==> src/rtl/clasificador_escritor.sv <==
// Ingress writer: steers a valid/ready word stream into four class FIFOs through a one-word holding register.
// Optional stall timeout that discards a word stuck behind almost_full: define STALL_TIMEOUT_EN.
module clasificador_escritor #(
    parameter int WORD_SIZE   = 12,
    parameter int CNT_WIDTH   = 8,
    parameter int STALL_LIMIT = 16
) (
    input  logic                 clk,
    input  logic                 reset,
    input  logic [WORD_SIZE-1:0] data_in,
    input  logic                 valid_in,
    output logic                 ready_out,
    input  logic [3:0]           fifos_almost_full,
    output logic [3:0]           fifos_push,
    output logic [WORD_SIZE-1:0] fifo_data_out0,
    output logic [WORD_SIZE-1:0] fifo_data_out1,
    output logic [WORD_SIZE-1:0] fifo_data_out2,
    output logic [WORD_SIZE-1:0] fifo_data_out3,
    output logic [CNT_WIDTH-1:0] push_count0,
    output logic [CNT_WIDTH-1:0] push_count1,
    output logic [CNT_WIDTH-1:0] push_count2,
    output logic [CNT_WIDTH-1:0] push_count3,
    output logic                 idle,
    output logic                 drop_pulse,
    output logic [1:0]           state_dbg
);

    typedef enum logic [1:0] {
        EMPTY   = 2'd0,
        LOADED  = 2'd1,
        STALLED = 2'd2
    } state_t;

    state_t               state;
    logic                 hold_valid;
    logic [WORD_SIZE-1:0] hold_data;
    logic [1:0]           cls;
    logic                 accept;
    logic                 push_now;
    logic                 drop_now;
    logic [3:0]           push_q;
    logic [WORD_SIZE-1:0] dout_q [4];
    logic [CNT_WIDTH-1:0] cnt_q  [4];

    // State is a pure function of the holding register and the target FIFO's flag.
    always_comb begin
        cls      = hold_data[WORD_SIZE-1:WORD_SIZE-2];
        state    = EMPTY;
        if (hold_valid) begin
            state = fifos_almost_full[cls] ? STALLED : LOADED;
        end
        ready_out = (state != STALLED);
        accept    = valid_in & ready_out;
        push_now  = (state == LOADED);
    end

    always_ff @(posedge clk or negedge reset) begin
        if (!reset) begin
            hold_valid <= 1'b0;
            hold_data  <= '0;
            push_q     <= '0;
            for (int i = 0; i < 4; i++) begin
                dout_q[i] <= '0;
                cnt_q[i]  <= '0;
            end
        end else begin
            push_q <= '0;
            if (push_now) begin
                push_q[cls] <= 1'b1;
                dout_q[cls] <= hold_data;
                cnt_q[cls]  <= cnt_q[cls] + 1'b1;
            end
            // A new word overwrites the one leaving on the same edge, so no bubble.
            if (accept) begin
                hold_data  <= data_in;
                hold_valid <= 1'b1;
            end else if (push_now || drop_now) begin
                hold_valid <= 1'b0;
            end
        end
    end

`ifdef STALL_TIMEOUT_EN
    localparam int SW = (STALL_LIMIT > 1) ? $clog2(STALL_LIMIT) : 1;

    logic [SW-1:0] stall_cnt;
    logic          drop_q;

    assign drop_now = (state == STALLED) && (stall_cnt == SW'(STALL_LIMIT - 1));

    always_ff @(posedge clk or negedge reset) begin
        if (!reset) begin
            stall_cnt <= '0;
            drop_q    <= 1'b0;
        end else begin
            drop_q <= drop_now;
            if ((state == STALLED) && !drop_now) begin
                stall_cnt <= stall_cnt + 1'b1;
            end else begin
                stall_cnt <= '0;
            end
        end
    end

    assign drop_pulse = drop_q;
`else
    assign drop_now   = 1'b0;
    assign drop_pulse = 1'b0;
`endif

    assign fifos_push     = push_q;
    assign fifo_data_out0 = dout_q[0];
    assign fifo_data_out1 = dout_q[1];
    assign fifo_data_out2 = dout_q[2];
    assign fifo_data_out3 = dout_q[3];
    assign push_count0    = cnt_q[0];
    assign push_count1    = cnt_q[1];
    assign push_count2    = cnt_q[2];
    assign push_count3    = cnt_q[3];
    assign idle           = !hold_valid && (push_q == 4'b0000);
    assign state_dbg      = state;

endmodule

==> config.mk <==
export PLATFORM = sky130hd
export DESIGN_NAME = clasificador_escritor
export DESIGN_NICKNAME = d
export VERILOG_FILES = /design/src/rtl/clasificador_escritor.sv
export SDC_FILE = /design/constraint.sdc
export NUM_CORES = 1
export LEC_CHECK = 0
export CORE_MARGIN = 5
export CORE_UTILIZATION = 50
export CTS_CLUSTER_DIAMETER = 30
export DETAILED_ROUTE_END_ITERATION = 12
export GPL_ROUTABILITY_DRIVEN = 0
export PLACE_DENSITY = 0.82
export SYNTH_ARGS = -nofsm -noshare
export SYNTH_HDL_FRONTEND = slang
export SYNTH_SLANG_ARGS = --single-unit
==> constraint.sdc <==
create_clock -name clk -period 3.5 [get_ports clk]
set_input_delay 0.525 -clock clk [delete_from_list [all_inputs] [get_ports clk]]
set_output_delay 0.525 -clock clk [all_outputs]
set_load 0.05 [all_outputs]
; Yosys cells after proc, flatten, opt, wreduce, memory -nomap -nowiden
; Index checks and enable logic that the tools add are counted.
[word_totals]
ff_bits = 97
latch_bits = 0
mem_bits_rw = 0
rom_bits = 0
output_inout_bits = 89
wordCells = 44
mem_count = 0
[op_classes]
n_addsub = 1
multipliers = 0
div_mod_pow = 0
n_lt_le_gt_ge = 4
eq_ne = 2
shifts = 0
muxes = 18
n_bitwise = 2
reduce_logical = 6
[ops]
columns = op, n
row1 = bitwise mux 48 bit, 1
row2 = bitwise mux 32 bit, 1
row3 = demux 12 bit (select 2 bit), 1
row4 = 2-to-1 mux 8 bit, 3
row5 = binary-select mux 8 bit (select 2 bit), 1
row6 = demux 8 bit (select 2 bit), 1
row7 = 2-to-1 mux 12 bit, 1
row8 = "adder 8 x 1 -> 8 bit, second input constant", 1
row9 = logical NOT 4 bit, 1
row10 = 2-to-1 mux 1 bit, 4
row11 = 2-to-1 mux 2 bit, 2
row12 = 2-to-1 mux 4 bit, 1
row13 = ">= comparator 3 bit, second input constant", 1
row14 = logical AND 1 bit, 3
row15 = "less-than comparator 2 x 3 -> 1 bit, second input constant", 1
row16 = "less-than comparator 3 x 1 -> 1 bit, second input constant", 1
row17 = NOT 2 -> 3 bit, 1
row18 = binary-select mux 1 bit (select 2 bit), 1
row19 = demux 1 bit (select 2 bit), 1
row20 = "== test 2 x 1 -> 1 bit, second input constant", 1
row21 = ">= comparator 2 x 1 -> 1 bit, second input constant", 1
row22 = "!= test 2 bit, second input constant", 1
row23 = nonzero test 2 bit, 1
row24 = AND 1 bit, 1
row25 = logical NOT 1 bit, 1

; Logic depth before layout (Yosys ltp)
[depth]
depth_word = 7
ltp_mapped = 9
depth_no_buf = 5

; Worst setup path before layout
; Ideal clock, no wire load.
[synth_path]
kind = register to output
from = register hold_data[10]
to = output state_dbg[1]
arrival_ns = 1.832
t_required_ns = 2.975
setup_slack_ns = 1.143
path_stages_with_launch = 6
path_cell_list = dfrtp_1 buf_6 buf_8 mux4_2 nand2_1 inv_1
[synth_between]
elab_chain_cells = 4
[synth_rtl]
columns = item, line
row1 = start: declaration, 36  ; logic [WORD_SIZE-1:0] hold_data;
row2 = start signal: assignment, 75  ; hold_data <= data_in;
row3 = binary-select mux 1 bit (select 2 bit), 50  ; state = fifos_almost_full[cls] ? STALLED : LOADED;
row4 = 2-to-1 mux 1 bit (implied by the code), 50
row5 = 2-to-1 mux 2 bit, 50
row6 = 2-to-1 mux 2 bit, 49  ; if (hold_valid) begin
row7 = end: declaration, 25  ; output logic [1:0] state_dbg
; No other way between the ends. The select of a mux whose other input is x is not followed.

; Worst setup path after layout
[layout_path]
from = input fifos_almost_full[0]
to = output ready_out
[layout_between]
elab_chain_cells = 5
[layout_rtl]
columns = item, line
row1 = start: declaration, 13  ; input logic [3:0] fifos_almost_full,
row2 = binary-select mux 1 bit (select 2 bit), 50
row3 = 2-to-1 mux 1 bit (implied by the code), 50
row4 = 2-to-1 mux 2 bit, 50
row5 = 2-to-1 mux 2 bit, 49
row6 = != test 2 bit, 52  ; ready_out = (state != STALLED);
row7 = end: declaration, 12  ; output logic ready_out,
; No other way between the ends. The select of a mux whose other input is x is not followed.

==> results by group <==
Power
  • Max VDD drop: 0.627 mV
  • Pwr per Cell Area: 1070 nW/um^2
  • Cell leakage power: 2.53 nW

STA
  • Fin crit period: 3.04 ns
  • Setup Skew: 0.00737 ns
  • Final period utilization: 86.8%
  • Highest clock rate: 0.329 GHz
  • Slew @ Worst Pin: 0.909 ns
  • Tightest hold margin: 0.183 ns
  • Max_slew headroom: 39.4%
  • Setup_tns: 0 ns
  • Final Max Slew Viols: 0
  • RSZ-0062 raised after global routing: false
  • Fin. Hold Viols: 0
  • Final setup fails: 0

Routing
  • # DRC: 0
  • Final ANT Viol Nets: 0
  • WL/cell: 18.0 um
  • DR iter-0 viols: 158
  • Drt first pass iters: 5
  • Routed WL: 10700 um
  • Vias per inst: 5.41
  • Via Count: 3236

Place
  • Post-DP HPWL: 7440 um
  • Port buffer count: 106

Yosys
  • Number of flops mapped to enable cells by yosys: 0
  • Post-synth ARST share: 100%
  • Yosys warning count: 0
  • Synth cell types: 31
  • Post-Syn Area: 4050 um^2
  • Yosys top cell by area: dfrtp_1
  • Avg Cell Area, Syn: 10.5 um^2
  • Flop and latch count out of synthesis: 97
  • Synth Net Count: 407
  • Top cell type's share of synthesized area: 60.0%
  • Count leader, synth: nand2_1
  • Post-synthesis cell count: 387
  • Dominant synthesized flop cell: dfrtp_1
  • Top post-synthesis cells by area: dfrtp_1 (60%), nand2_1 (15%), mux4_2 (3.3%)
  • Most frequent cells after synthesis: nand2_1 (163), dfrtp_1 (97), o21ai_0 (16), nand3_1 (15), or4_1 (13)
  • Register area share after synthesis: 60.0%

Die
  • Core area: 7810 um^2
  • Die Height: 100 um
  • Initial Util: 51.8%
  • DIE AREA: 9990 um^2
  • I/O pin total: 108
  • Site Rows: 32
  • Die W: 100 um

Final layout
  • Nets: 511
  • Fin util: 69.3%
  • # fillers: 615
  • Layout cells sized above 1: 8.87%
  • Antenna cell count: 0
  • Area Growth Syn to Fin: 33.6%
  • Sequential cell area: 2430 um^2
  • Area of the multi-input gates: 1480 um^2

Global routing
  • Largest net degree at the start of global routing: 54
  • Vias in the first global route: 3414
  • First-pass GRT wire length: 17500 um
  • Total track usage: 22.6%
  • Initial antenna violation count: 0
  • Grt ovf: 0

Job
  • Max Cap Violations: 0

Worst setup path
  • CP Capture Type: primary output
  • Worst path required time: 2.97 ns
  • Critical path class: input pin to primary output
  • Startpoint Class: input pin
  • Worst EP arrival: 2.51 ns
  • R2R setup slack: 1.07 ns
  • Crit Path Max Fanout: 4

Clock tree
  • Clock Path Buffers: 2
  • CTS tree: built
  • Post-CTS Hold Buffers: 0
  • Clk_lat worst skew: 0.37 ns
  • Clk sink count: 97
  • CTS clock-pin slew for the worst setup and hold paths: 0.10 ns
  • Cts bufs inserted: 9
  • Max H-tree Level: 3
  • Clock root cell: clkbuf_8
  • Number of post-CTS setup repair buffers: 0
  • Resize count post-CTS: 0

Hold path
  • Hold crit path type: input pin to asynchronous set/reset pin

Run status
  • Status: finished, final reports clean
[kinds of logic after synthesis]
| kind of cell | after synthesis | share of synthesized area, % |
|---|---|---|
| compound gates | 28 | 4.21 |
| buf+inv | 27 | 3.56 |
| fa+ha+maj | 1 | 0.309 |
| simple gates | 209 | 22.6 |
| flops | 97 | 60.0 |
| other cells | 1 | 0.0927 |
| xor+xnor | 3 | 0.649 |
| mux | 21 | 8.63 |
[area by class of cell]
| type | count | share of cell area, % |
|---|---|---|
| clock inverters | 5 | 1.57 |
| clock buffers | 11 | 2.80 |
| well taps | 102 | 2.36 |
| inverters | 6 | 0.416 |
| repair buffers | 114 | 20.7 |
| multi-input cells | 263 | 27.3 |
| flip-flops and latches | 97 | 44.9 |
[layout by cell type (no fill, tap or decap), types with 2 or more instances in the layout]
master           netlist  routed
and2_1                 5       5
buf_4                  1       9
bufinv_16              0       2
clkbuf_8               0      11
clkdlybuf4s50_1        0     105
dfrtp_1               97      97
inv_1                  6       6
inv_6                  0       2
mux2_2                11      11
mux4_1                 3       3
mux4_2                 6       6
nand2_1              163     163
nand2b_1               5       5
nand3_1               15      15
o211ai_1              12      12
o21ai_0               16      16
or4_1                 13      13
xor2_1                 2       2
[flip-flops by register name, indices dropped and copies added (netlist names)]
| name | cells |
|---|---|
| fifo_data_out3 | 12 |
| fifo_data_out1 | 12 |
| push_count1 | 8 |
| fifo_data_out0 | 12 |
| push_count3 | 8 |
| hold_data | 12 |
| push_count2 | 8 |
| fifos_push | 4 |
| push_count0 | 8 |
| hold_valid | 1 |
| fifo_data_out2 | 12 |
[through the flow]
stage | instances | area (um^2) | worst slack (ns) | power (W)
global route | 598 | 5410 | 0.411 | 0.00606
finish | 598 | 5410 | 0.461 | 0.00577
detailed placement | 582 | 5170 | 0.476 | 0.00494
global placement | 582 | 5170 | 0.486 | 0.00488
CTS | 598 | 5410 | 0.465 | 0.00580
floorplan | 387 | 4050 | 1.14 | 0.00387
[per-layer routing]
layer	share of wire, %	GRT usage [%]
met1	42	29.1
met2	48	36.5
met3	8.2	6.74
met4	1.9	7.98
met5	0	0
[where the power goes]
part | internal (W) | switching, W | total, W
clock | 0.000447 | 0.000405 | 0.000852
sequential | 0.00153 | 0.000332 | 0.00186
combinational | 0.000992 | 0.00207 | 0.00306
total | 0.00297 | 0.00281 | 0.00577
[worst paths after layout]
check                                      from            endpoint  cells after the start
hold reg to reg              fifo_data_out3[10]  fifo_data_out3[10]                      1
setup reg to reg                  hold_data[10]      push_count1[7]                      5
hold / removal                            reset      push_count3[4]                      1
min in group clk             fifo_data_out3[10]  fifo_data_out3[10]                      1
setup / recovery           fifos_almost_full[0]           ready_out                      4
max in group asynchronous                 reset   fifo_data_out3[4]                      2
[worst max-delay path: stages]
cell,delay [ns]
clkdlybuf4s50_1,0.47
mux4_2,0.50
nand2_1,0.17
clkdlybuf4s50_1,0.84
No activity file was read; power rests on OpenSTA's default activity.
